$ cat src/rtl/fpu_pkg.sv
// Shared types and defaults for the FPU issue/sequencing stage.
package fpu_pkg;

   localparam int OP_FADD = 0;
   localparam int OP_FSUB = 1;
   localparam int OP_FMUL = 2;
   localparam int OP_FDIV = 3;
   localparam int OP_FEQ  = 4;
   localparam int OP_FLT  = 5;
   localparam int OP_FLE  = 6;

   typedef logic [6:0] fpu_op_t;

   typedef enum logic [1:0] {IDLE, EXEC, DONE} fpu_state_t;

   localparam int DEF_ADD_LAT = 2;
   localparam int DEF_MUL_LAT = 3;
   localparam int DEF_DIV_LAT = 8;
   localparam int DEF_CMP_LAT = 1;

   function automatic logic op_is_onehot(fpu_op_t op);
      return (op != '0) && ((op & (op - 7'd1)) == '0);
   endfunction

   function automatic int max_lat(int a, int b, int c, int d);
      int m;
      m = a;
      if (b > m) m = b;
      if (c > m) m = c;
      if (d > m) m = d;
      return m;
   endfunction

endpackage

$ cat src/rtl/fpu_lat_sel.sv
// One-hot FPU op to (latency - 1); anything not exactly one-hot maps to 0.
module fpu_lat_sel
   import fpu_pkg::*;
#(
   parameter int ADD_LAT = DEF_ADD_LAT,
   parameter int MUL_LAT = DEF_MUL_LAT,
   parameter int DIV_LAT = DEF_DIV_LAT,
   parameter int CMP_LAT = DEF_CMP_LAT,
   parameter int CNT_W   = 4
) (
   input  logic [6:0]       i_op,
   output logic [CNT_W-1:0] o_lat_m1
);

   logic w_onehot;
   assign w_onehot = op_is_onehot(i_op);

   always_comb begin
      o_lat_m1 = '0;
      if (w_onehot) begin
         if (i_op[OP_FADD] | i_op[OP_FSUB])
            o_lat_m1 = CNT_W'(ADD_LAT - 1);
         else if (i_op[OP_FMUL])
            o_lat_m1 = CNT_W'(MUL_LAT - 1);
         else if (i_op[OP_FDIV])
            o_lat_m1 = CNT_W'(DIV_LAT - 1);
         else
            o_lat_m1 = CNT_W'(CMP_LAT - 1);
      end
   end

endmodule

$ cat src/rtl/fpu_seq.sv
// Issue/sequencing stage in front of the combinational FPU: holds operands for the
// op's latency, captures the result, and hands it to writeback with its tag.
module fpu_seq
   import fpu_pkg::*;
#(
   parameter int TAG_W   = 5,
   parameter int ADD_LAT = DEF_ADD_LAT,
   parameter int MUL_LAT = DEF_MUL_LAT,
   parameter int DIV_LAT = DEF_DIV_LAT,
   parameter int CMP_LAT = DEF_CMP_LAT
) (
   input  logic             i_clk,
   input  logic             i_rst,
   input  logic             i_flush,
   input  logic             i_in_valid,
   output logic             o_in_ready,
   input  logic [6:0]       i_in_op,
   input  logic [31:0]      i_in_src1,
   input  logic [31:0]      i_in_src2,
   input  logic [TAG_W-1:0] i_in_tag,
   output logic [6:0]       o_fpu_op,
   output logic [31:0]      o_fpu_src1,
   output logic [31:0]      o_fpu_src2,
   input  logic [31:0]      i_fpu_result,
   input  logic             i_fpu_ovf,
   output logic             o_out_valid,
   input  logic             i_out_ready,
   output logic [31:0]      o_out_data,
   output logic             o_out_ovf,
   output logic             o_out_illegal,
   output logic [TAG_W-1:0] o_out_tag
);

   localparam int MAX_LAT = max_lat(ADD_LAT, MUL_LAT, DIV_LAT, CMP_LAT);
   localparam int CNT_W   = $clog2(MAX_LAT) + 1;

   fpu_state_t       r_state;
   logic [CNT_W-1:0] r_cnt;
   logic [6:0]       r_fpu_op;
   logic [31:0]      r_fpu_src1;
   logic [31:0]      r_fpu_src2;
   logic [TAG_W-1:0] r_tag;
   logic             r_illegal;
   logic             r_cmp;
   logic [31:0]      r_out_data;
   logic             r_out_ovf;
   logic             r_out_illegal;
   logic [TAG_W-1:0] r_out_tag;

   logic [CNT_W-1:0] w_lat_m1;
   logic             w_in_ready;
   logic             w_accept;
   logic             w_in_onehot;

   fpu_lat_sel #(
      .ADD_LAT (ADD_LAT),
      .MUL_LAT (MUL_LAT),
      .DIV_LAT (DIV_LAT),
      .CMP_LAT (CMP_LAT),
      .CNT_W   (CNT_W)
   ) u_lat_sel (
      .i_op     (i_in_op),
      .o_lat_m1 (w_lat_m1)
   );

   assign w_in_onehot = op_is_onehot(i_in_op);
   assign w_in_ready  = (r_state == IDLE) | ((r_state == DONE) & i_out_ready);
   assign w_accept    = i_in_valid & w_in_ready & ~i_flush;

   always_ff @(posedge i_clk) begin
      if (i_rst) begin
         r_state       <= IDLE;
         r_cnt         <= '0;
         r_fpu_op      <= '0;
         r_fpu_src1    <= '0;
         r_fpu_src2    <= '0;
         r_tag         <= '0;
         r_illegal     <= 1'b0;
         r_cmp         <= 1'b0;
         r_out_data    <= '0;
         r_out_ovf     <= 1'b0;
         r_out_illegal <= 1'b0;
         r_out_tag     <= '0;
      end else if (i_flush) begin
         r_state  <= IDLE;
         r_fpu_op <= '0;
      end else if (w_accept) begin
         // Accept covers both IDLE and the back-to-back DONE handoff.
         r_state    <= EXEC;
         r_cnt      <= w_lat_m1;
         r_fpu_op   <= w_in_onehot ? i_in_op : 7'd0;
         r_fpu_src1 <= i_in_src1;
         r_fpu_src2 <= i_in_src2;
         r_tag      <= i_in_tag;
         r_illegal  <= ~w_in_onehot;
         r_cmp      <= |i_in_op[OP_FLE:OP_FEQ];
      end else begin
         case (r_state)
            EXEC: begin
               if (r_cnt != '0) begin
                  r_cnt <= r_cnt - CNT_W'(1);
               end else begin
                  r_state       <= DONE;
                  r_out_data    <= r_illegal ? 32'd0 :
                                   r_cmp     ? {31'd0, i_fpu_result[0]} : i_fpu_result;
                  r_out_ovf     <= ~r_illegal & ~r_cmp & i_fpu_ovf;
                  r_out_illegal <= r_illegal;
                  r_out_tag     <= r_tag;
               end
            end
            DONE: begin
               if (i_out_ready) begin
                  r_state  <= IDLE;
                  r_fpu_op <= '0;
               end
            end
            default: r_state <= IDLE;
         endcase
      end
   end

   assign o_in_ready    = w_in_ready;
   assign o_out_valid   = (r_state == DONE);
   assign o_fpu_op      = r_fpu_op;
   assign o_fpu_src1    = r_fpu_src1;
   assign o_fpu_src2    = r_fpu_src2;
   assign o_out_data    = r_out_data;
   assign o_out_ovf     = r_out_ovf;
   assign o_out_illegal = r_out_illegal;
   assign o_out_tag     = r_out_tag;

endmodule

$ cat config.mk
export PLATFORM = sky130hd
export DESIGN_NAME = fpu_seq
export DESIGN_NICKNAME = d
export VERILOG_FILES = /design/src/rtl/fpu_pkg.sv /design/src/rtl/fpu_lat_sel.sv /design/src/rtl/fpu_seq.sv
export SDC_FILE = /design/constraint.sdc
export NUM_CORES = 1
export LEC_CHECK = 0
export ABC_CLOCK_PERIOD_IN_PS = 2400
export BUFFER_PORTS_ARGS = -buffer_cell sky130_fd_sc_hd__buf_4
export CAP_MARGIN = 30
export CELL_PAD_IN_SITES_DETAIL_PLACEMENT = 2
export CELL_PAD_IN_SITES_GLOBAL_PLACEMENT = 2
export CORE_MARGIN = 2
export CORE_UTILIZATION = 24
export DETAILED_ROUTE_END_ITERATION = 10
export GPL_ROUTABILITY_DRIVEN = 0
export HOLD_SLACK_MARGIN = 0.15
export PLACE_DENSITY_LB_ADDON = 0.1
export SYNTH_ARGS = -nofsm -noshare
export SYNTH_HDL_FRONTEND = slang
export SYNTH_SLANG_ARGS = --single-unit
$ cat constraint.sdc
create_clock -name i_clk -period 2.4 [get_ports i_clk]
set_clock_uncertainty 0.2 [all_clocks]
set_input_delay 0.48 -clock i_clk [delete_from_list [all_inputs] [get_ports i_clk]]
set_output_delay 0.48 -clock i_clk [all_outputs]
set_load 0.05 [all_outputs]
==> flow_metrics.tcl, run 1 <==
set metrics [dict create \
    h-tree-depth 4 \
    final-setup-viol-count 0 \
    cellPowerDensity_mw_per_mm2 690 \
    synthAdderAreaFrac 0.00496 \
    synth-seq-area-share 0.542 \
    critPathMaxFanout 4 \
    vias_per_cell 4.64 \
    synth_top_family_by_area "simple AND/OR/NAND/NOR gates" \
    r2r_end "r_cnt[1]" \
    core_area_sq_mm 0.0186 \
    r2r_setup_slack_ns 0.35 \
    syn_inst 563 \
    slowest_delay_ns 0.54 \
    grt_max_degree 68 \
    clk_path_buf_depth 2 \
    nNetsFinal 997 \
    ant_nets 0 \
    fmax_mhz 440 \
    initial_core_util 0.244 \
    synth_compound_area_frac 0.158 \
    cts_num_sinks 123 \
    cts_resized 0 \
    cts_buffers 17 \
    syn_area_sq_mm 0.00454 \
    status "complete, no violations" \
    p_sw_mw 1.54 \
    cts_tree "done" \
    dieArea_sq_mm 0.0200 \
    ys_ff_latch 123 \
    antenna_found_initial 0 \
    critPathBufInv 2 \
    swShare 0.274 \
    worst_ep_arrival_time_ns 2.37 \
    r2r_cells 6 \
    grt_use_total 0.187 \
    worst_slew_pin_slew_ns 0.520 \
    end_kind "flop" \
    drc 0 \
    final_core_util 0.435 \
    whs_endpoint "o_out_data[31]" \
    rsz0062_at_grt "no" \
    hp-start "i_fpu_result[31]" \
    grt_first_pass_wirelength_um 29800 \
    vias 5235 \
    slew_headroom 0.654 \
    syn_area_per_cell_sq_um 8.07 \
    hp-class "in -> reg" \
    drv_slew 0 \
    clk_pin_slew_ns 0.06 \
    die_x_um 142 \
    hold_buffers 102 \
    final_cell_mix "buf_4, nand2_1, dfxtp_1, a21oi_1, dlygate4sd3_1" \
    crit_chain "dlygate4sd3_1, buf_4, or3_4, a2111o_1, and3_1, a2111oi_1" \
    grt_pass1_vias 5891 \
    synth_ff_type "dfxtp_1" \
    syn2layout_area_growth_pct 78.5 \
    io_buffers 225 \
    muxShareOfSynthArea 0.00661 \
    clockPowerShare 0.454 \
    p_seq_frac 0.385 \
    p_int_mw 4.06 \
    rows 50 \
    boundaryPins 226 \
    syn_nets 678 \
    hold_violations 0 \
    async_flop_share 0 \
    ys_warn_count 0 \
    drt_wl_total_um 18600 \
    hold_depth 3 \
    synth_cell_types 38 \
    grt-ovfl-total 0 \
    drive_above_1_share 0.311 \
    final.period_utilization 0.947 \
    clock_latency_ns 0.41 \
    wl_per_cell_um 16.5 \
    cpMaxStageDelayCell "dlygate4sd3_1" \
    synth-xor-area-share 0.00578 \
    p_comb_frac 0.161 \
    cp_top_family "buffers and inverters" \
    antenna_cells 0 \
    die-height_um 142 \
    crit_path_start_kind "primary input" \
    vdd_drop_max_uv 489 \
    leakagePower_nw 3.38 \
    final_common_cell "buf_4" \
    n_fill_cell 2056 \
    synth-edff-count 0 \
    synthSimpleGateAreaFrac 0.246 \
    first_iter_violations 150 \
    r2r-start "r_cnt[1]" \
    cts-root-buf "clkbuf_16" \
    cts_setup_buffers 0 \
    cap_violations 0 \
    fin_crit_ns 2.27 \
    worst_ep_required_time_ns 2.50 \
    dr.pass1.iters 4 \
    hpwl_um 12100 \
    fin_tns_setup_ns 0 \
    criticalPathCategory "in -> reg" \
]
-- logic make-up (layout without fill, tap and decap cells) --
| kind of cell | count (synthesis) | count (layout) |
|---|---|---|
| AO/OA/AOI/OAI | 128 | 128 |
| adder cells (fa/ha/maj) | 2 | 2 |
| multiplexers | 3 | 3 |
| buffers and inverters | 43 | 375 |
| XOR/XNOR | 3 | 3 |
| flip-flops | 123 | 123 |
| AND/OR/NAND/NOR | 261 | 261 |
-- registers in the layout, indices dropped and copies added, names as in the netlist --
register,count
o_fpu_src2,32
o_fpu_op,7
r_cmp,1
r_tag,5
o_out_data,32
r_illegal,1
r_state,2
r_cnt,4
o_fpu_src1,32
o_out_illegal,1
o_out_ovf,1
o_out_tag,5
-- power groups by stage --
stage                     logic, mW  clock network (mW)  registers (mW)
after floorplan               0.214                   0            2.40
after global placement        0.748                   0            2.19
after detailed placement      0.770                   0            2.20
after CTS                     0.907                2.62            2.16
after global routing          0.972                2.72            2.16
final                         0.901                2.54            2.16
-- synth_stat cells (2+ instances only) --
master	number	area (sq um)
a21o_1	2	15.0
a21oi_1	110	551
a32o_1	6	60.1
and3_1	3	18.8
buf_1	3	11.3
buf_2	5	25.0
clkbuf_1	33	124
dfxtp_1	123	2460
inv_1	2	7.51
mux2i_1	3	30.0
nand2_1	183	687
nand3_1	38	190
nand3b_1	3	22.5
nor2_1	12	45.0
nor2b_1	4	25.0
nor3_1	7	35.0
nor3_2	2	20.0
or3_1	2	12.5
xnor2_1	3	26.3
-- worst max-delay path by stage --
stage                    start     endpoint  slack (ns)  cells after the start
floorplan           i_in_op[5]  o_fpu_op[6]        0.48                      4
global placement    i_in_op[5]  o_fpu_op[6]        0.27                      5
detailed placement  i_in_op[5]  o_fpu_op[6]        0.24                      5
CTS                 i_in_op[5]  o_fpu_op[6]        0.11                      6
global route        i_in_op[5]  o_fpu_op[6]        0.02                      6
finish              i_in_op[5]  o_fpu_op[6]        0.13                      6
-- worst reg2reg max path: stages (launching register included) --
cell	delay, ns
dfxtp_1	0.31
inv_1	0.09
ha_1	0.19
or3b_2	0.50
and3_1	0.23
o22a_1	0.19
a221oi_2	0.24
-- cell type report --
| type | instances | area (sq um) | share of cell area |
|---|---|---|---|
| Multi-Input combinational cell | 397 | 1920 | 0.237 |
| Tap cell | 234 | 293 | 0.0361 |
| Clock buffer | 19 | 443 | 0.0546 |
| Clock inverter | 13 | 143 | 0.0176 |
| Inverter | 2 | 7.51 | 0.000925 |
| Timing Repair Buffer | 341 | 2840 | 0.350 |
| Sequential cell | 123 | 2460 | 0.304 |
-- routing by layer --
metal / GRT usage / part of all wire / vias up
met5: 0 / 0 / -
met4: 0.0537 / 0.012 / 0
met3: 0.0604 / 0.067 / 16
met2: 0.342 / 0.51 / 157
met1: 0.208 / 0.41 / 2533
li1: - / - / 2529
-- per-stage QoR --
stage          total power [mW]  worst slack, ns  hold WS (ns)  cell area (sq um)  instances
4_1_cts                    5.69            0.109         0.150               8110       1129
3_5_place_dp               2.97            0.243         0.250               6500        995
6_report                   5.60            0.128         0.159               8110       1129
5_1_grt                    5.86           0.0168         0.160               8110       1129
3_3_place_gp               2.94            0.266         0.239               6500        995
2_1_floorplan              2.62            0.476         0.232               4540        563
Power figures use the tool's default switching activity.
==> inputs of run 2 (changes only) <==
--- a/config.mk
+++ b/config.mk
@@ -8,14 +8,12 @@
 export ABC_CLOCK_PERIOD_IN_PS = 2400
 export BUFFER_PORTS_ARGS = -buffer_cell sky130_fd_sc_hd__buf_4
 export CAP_MARGIN = 30
-export CELL_PAD_IN_SITES_DETAIL_PLACEMENT = 2
-export CELL_PAD_IN_SITES_GLOBAL_PLACEMENT = 2
 export CORE_MARGIN = 2
-export CORE_UTILIZATION = 24
+export CORE_UTILIZATION = 45
 export DETAILED_ROUTE_END_ITERATION = 10
 export GPL_ROUTABILITY_DRIVEN = 0
 export HOLD_SLACK_MARGIN = 0.15
-export PLACE_DENSITY_LB_ADDON = 0.1
+export PLACE_DENSITY = 0.79
 export SYNTH_ARGS = -nofsm -noshare
 export SYNTH_HDL_FRONTEND = slang
 export SYNTH_SLANG_ARGS = --single-unit
==> run 2 against run 1 <==
Utilization increased by 40 points. Critical path depth unchanged. Final area is 0.25% higher. First-iteration DRC count rose by 91%. Sequential cell count unchanged. Hold slack better by 0.0097 ns. Largest power group unchanged.
==> flow_metrics.tcl, run 2 (same netlist as run 1, synthesis figures left out) <==
set metrics [dict create \
    vias 5364 \
    cp.depth 6 \
    drv_slew 0 \
    worst_ep_arrival_time_ns 2.36 \
    cpMaxStageDelayCell "dlygate4sd3_1" \
    cts_buffers 17 \
    drt_wl_total_um 16400 \
    clockPowerShare 0.478 \
    initial_core_util 0.465 \
    layout.cells.non_filler 1035 \
    boundaryPins 226 \
    criticalPathCategory "in -> reg" \
    fin_crit_ns 2.16 \
    fmax_mhz 463 \
    cp_top_family "buffers and inverters" \
    worst_ep_required_time_ns 2.60 \
    worst_slew_pin_slew_ns 0.564 \
    fin_ws_ns 0.241 \
    antenna_found_initial 0 \
    first_iter_violations 286 \
    grt_first_pass_wirelength_um 26500 \
    final_common_cell "buf_4" \
    slew_headroom 0.619 \
    critPathMaxFanout 4 \
    cts_num_sinks 123 \
    dp.cells 893 \
    p_seq_frac 0.368 \
    clk_pin_slew_ns 0.05 \
    hold_depth 4 \
    io_buffers 225 \
    die-height_um 104 \
    drive_above_1_share 0.307 \
    grt_use_total 0.299 \
    hold_violations 0 \
    hpwl_um 9240 \
    dr.pass1.iters 5 \
    core_area_sq_mm 0.00977 \
    p_int_mw 4.41 \
    end_kind "flop" \
    antenna_cells 0 \
    cts-root-buf "clkbuf_8" \
    dieArea_sq_mm 0.0109 \
    cap_violations 0 \
    vias_per_cell 5.18 \
    slowest_delay_ns 0.53 \
    die_x_um 104 \
    drc 0 \
    rsz0062_at_grt "no" \
    cts_tree "done" \
    syn2layout_area_growth_pct 79.0 \
    cellPowerDensity_mw_per_mm2 722 \
    status "complete, no violations" \
    cts_resized 0 \
    preCtsSetupSlack_ns 0.281 \
    grt-ovfl-total 0 \
    grt_pass1_vias 5420 \
    fin_tns_setup_ns 0 \
    grt_max_degree 67 \
    wl_per_cell_um 15.9 \
    clk_path_buf_depth 2 \
    total_power_mw 5.87 \
    final_cell_mix "buf_4, nand2_1, dfxtp_1, a21oi_1, dlygate4sd3_1" \
    r2r_cells 6 \
    hold_buffers 110 \
    nNetsFinal 1004 \
    p_comb_frac 0.154 \
    leakagePower_nw 3.45 \
    h-tree-depth 4 \
    cts_setup_buffers 0 \
    crit_chain "dlygate4sd3_1, buf_4, or3_4, a2111o_1, and3_1, a2111oi_1" \
    critPathBufInv 2 \
    hp-class "in -> reg" \
    final.period_utilization 0.899 \
    swShare 0.248 \
    final-setup-viol-count 0 \
    crit_path_start_kind "primary input" \
    p_sw_mw 1.45 \
    rows 36 \
    clock_latency_ns 0.51 \
    ant_nets 0 \
    vdd_drop_max_uv 581 \
]
-- run 2: layout make-up --
cell class | instances | area, sq um
multi-input combinational | 397 | 1920
fill | 534 | 1640
sequential | 123 | 2460
tap | 133 | 166
timing repair buffer | 348 | 2910
clock buffer | 22 | 473
inverter | 2 | 7.51
clock inverter | 10 | 186
-- run 2: through the flow --
step / instance area [sq um] / hold slack, ns / util
final: 8130 / 0.169 / 0.832
after CTS: 8130 / 0.151 / 0.832
after global routing: 8130 / 0.175 / 0.832
after detailed placement: 6370 / 0.245 / 0.652
after global placement: 6370 / 0.237 / 0.652
after floorplan: 4540 / 0.232 / -
-- run 2: power by group through the flow --
stage / sequential, mW / combinational, mW / clock, mW
floorplan: 2.40 / 0.214 / 0
global placement: 2.19 / 0.723 / 0
detailed placement: 2.20 / 0.735 / 0
CTS: 2.15 / 0.880 / 2.84
global route: 2.17 / 0.955 / 2.93
finish: 2.16 / 0.906 / 2.80
-- run 2: worst paths after layout --
| check | startpoint | endpoint | slack, ns |
|---|---|---|---|
| setup / recovery | i_in_op[5] | o_fpu_op[6] | 0.24 |
| hold / removal | i_out_ready | r_state[1] | 0.17 |
| hold reg to reg | o_out_data[14] | o_out_data[14] | 0.25 |
| setup reg to reg | r_cnt[0] | r_cnt[1] | 0.42 |
-- run 2: worst min-delay path, stage by stage --
cell	delay, ns
buf_4	0.11
nor2b_4	0.05
mux2i_1	0.13
nor3_1	0.06
-- run 2: routing by layer --
layer / up-vias / share of wire / global-route usage
li1: 2550 / - / -
met1: 2463 / 0.39 / 0.328
met2: 296 / 0.49 / 0.522
met3: 55 / 0.087 / 0.0934
met4: 0 / 0.038 / 0.145
met5: - / 0 / 0
==> inputs of run 3 (changes only) <==
--- a/config.mk
+++ b/config.mk
@@ -16,4 +16,5 @@
 export PLACE_DENSITY = 0.79
 export SYNTH_ARGS = -nofsm -noshare
 export SYNTH_HDL_FRONTEND = slang
+export SYNTH_HIERARCHICAL = 1
 export SYNTH_SLANG_ARGS = --single-unit
==> run 3 against run 2 <==
Combinational power is 2% higher. Register-to-register slack worse by 0.33 ns. Via count is 1.0% higher. Final area is 0.71% higher. Cell count is 1.4% higher. Die area is 0.58% higher. Highest routed layer unchanged.
==> flow_metrics.tcl, run 3 <==
set metrics [dict create \
    dr.pass1.iters 5 \
    final_cell_mix "buf_4, nand2_1, dfxtp_1, dlygate4sd3_1, a21oi_1" \
    cts_num_sinks 123 \
    core_area_sq_mm 0.00982 \
    hp-class "in -> reg" \
    clock_latency_ns 0.51 \
    grt_use_total 0.297 \
    boundaryPins 226 \
    grt_pass1_vias 5513 \
    worst_slew_pin_slew_ns 0.600 \
    final.period_utilization 0.969 \
    cap_violations 0 \
    worst_ep_required_time_ns 2.65 \
    grt-ovfl-total 0 \
    status "complete, no violations" \
    ys_top_cells_by_area "dfxtp_1, nand2_1, a21oi_1, nand3_1, buf_2" \
    vdd_drop_max_uv 493 \
    vias_per_cell 5.16 \
    drv_slew 0 \
    rows 36 \
    first_iter_violations 267 \
    end_kind "flop" \
    synth-edff-count 0 \
    syn_nets 685 \
    worst_ep_arrival_time_ns 2.57 \
    dieArea_sq_mm 0.0110 \
    vias 5418 \
    io_buffers 225 \
    fin_crit_ns 2.33 \
    grt_max_degree 59 \
    h-tree-depth 4 \
    ys_warn_count 6 \
    async_flop_share 0 \
    syn_area_per_cell_sq_um 8.02 \
    synth_ff_type "dfxtp_1" \
    hpwl_um 9310 \
    cts_buffers 17 \
    clk_path_buf_depth 2 \
    hold_violations 0 \
    drt_wl_total_um 16700 \
    criticalPathCategory "in -> reg" \
    synth_top_area_share 0.539 \
    cts-root-buf "clkbuf_8" \
    critPathMaxFanout 35 \
    synth-seq-area-share 0.539 \
    syn_area_sq_mm 0.00457 \
    fin_ws_ns 0.0738 \
    cts_tree "done" \
    drc 0 \
    syn_inst 570 \
    initial_core_util 0.465 \
    final_common_cell "buf_4" \
    die_x_um 105 \
    synth.most_common_cell "nand2_1" \
    synth_top_area_cell "dfxtp_1" \
    crit_path_start_kind "primary input" \
    slew_headroom 0.600 \
    preCtsSetupSlack_ns 0.357 \
    final-setup-viol-count 0 \
    ys_ff_latch 123 \
    syn2layout_area_growth_pct 79.2 \
    wl_per_cell_um 15.9 \
    grt_first_pass_wirelength_um 26100 \
    cellPowerDensity_mw_per_mm2 690 \
    leakagePower_nw 3.52 \
    total_power_mw 5.65 \
    synth_cell_types 41 \
    clk_pin_slew_ns 0.06 \
    die-height_um 105 \
    drive_above_1_share 0.294 \
    antenna_found_initial 1 \
    synth_commonest_cells "nand2_1, dfxtp_1, a21oi_1" \
    ant_nets 0 \
    nNetsFinal 1019 \
    fmax_mhz 430 \
]
-- run 3: changes by cell type after synthesis, sizes merged, moves of 2 or more --
cell	before	now
nor4	0	3
a21o	2	0
or3	3	0
xnor2	3	1
o21ai	1	7
nand2	183	188
mux2i	3	1
xor2	0	2
clkbuf	33	21
a21oi	110	112
a31oi	0	2
buf	8	21
nor3	9	4
nor2b	5	3
-- run 3: logic make-up (layout without fill, tap and decap cells) --
kind of cell	after synthesis	in the layout	synth area share
compound gates	136	136	0.163
xor+xnor	3	3	0.00575
fa+ha+maj	1	1	0.00274
buf+inv	44	389	0.0441
flops	123	123	0.539
mux	1	1	0.00219
other cells	1	3	0.000820
simple gates	261	261	0.243
-- run 3: layout make-up --
cell class | count | area, sq um
timing repair buffer | 357 | 3030
sequential | 123 | 2460
multi-input combinational | 403 | 1920
fill | 540 | 1630
clock buffer | 21 | 449
tap | 133 | 166
clock inverter | 9 | 145
inverter | 2 | 7.51
antenna | 2 | 5.00
-- run 3: routing by layer --
| layer | up-vias | global-route usage | wire length (um) |
|---|---|---|---|
| met3 | 72 | 0.0923 | 1040 |
| met1 | 2499 | 0.290 | 5970 |
| met4 | 0 | 0.175 | 833 |
| li1 | 2578 | - | - |
| met2 | 269 | 0.547 | 8860 |
| met5 | - | 0 | 0 |
-- run 3: what timing repair did --
action	in CTS	in global routing
endpoints found under the setup margin	0	10
hold buffers	121	0
buffers inserted	0	1
gates resized for setup	0	1
hold endpoints to repair	115	0
-- run 3: final timing paths --
kind / cells after the start / start / slack [ns] / end
hold reg to reg: 2 / r_tag[3] / 0.25 / o_out_tag[3]
setup reg to reg: 6 / r_state[0] / 0.09 / o_fpu_src2[12]
setup / recovery: 7 / i_flush / 0.07 / o_fpu_src2[12]
hold / removal: 3 / i_in_op[1] / 0.22 / o_fpu_op[1]
-- run 3: through the flow --
step                      hold slack [ns]  area [sq um]  std cells  setup TNS [ns]  utilization
after floorplan                     0.232          4570        570               0            -
after global placement              0.235          6360        896               0        0.648
after detailed placement            0.247          6360        896               0        0.648
after CTS                           0.199          8170       1047               0        0.832
after global routing                0.206          8190       1049         -0.0142        0.834
final                               0.215          8190       1050               0        0.834
-- run 3: where the power goes --
part / total (mW) / internal, mW / leakage [nW] / switching (mW)
logic: 0.921 / 0.410 / 2.23 / 0.512
registers: 2.16 / 2.12 / 1.00 / 0.0455
clock network: 2.56 / 1.72 / 0.297 / 0.845
-- run 3: critical path, stage by stage --
cell and delay (ns):
dlygate4sd3_1 0.55, buf_4 0.18, nor3b_4 0.26, buf_12 0.24, nand2_1 0.11, a21oi_1 0.17
dlygate4sd3_1 0.57
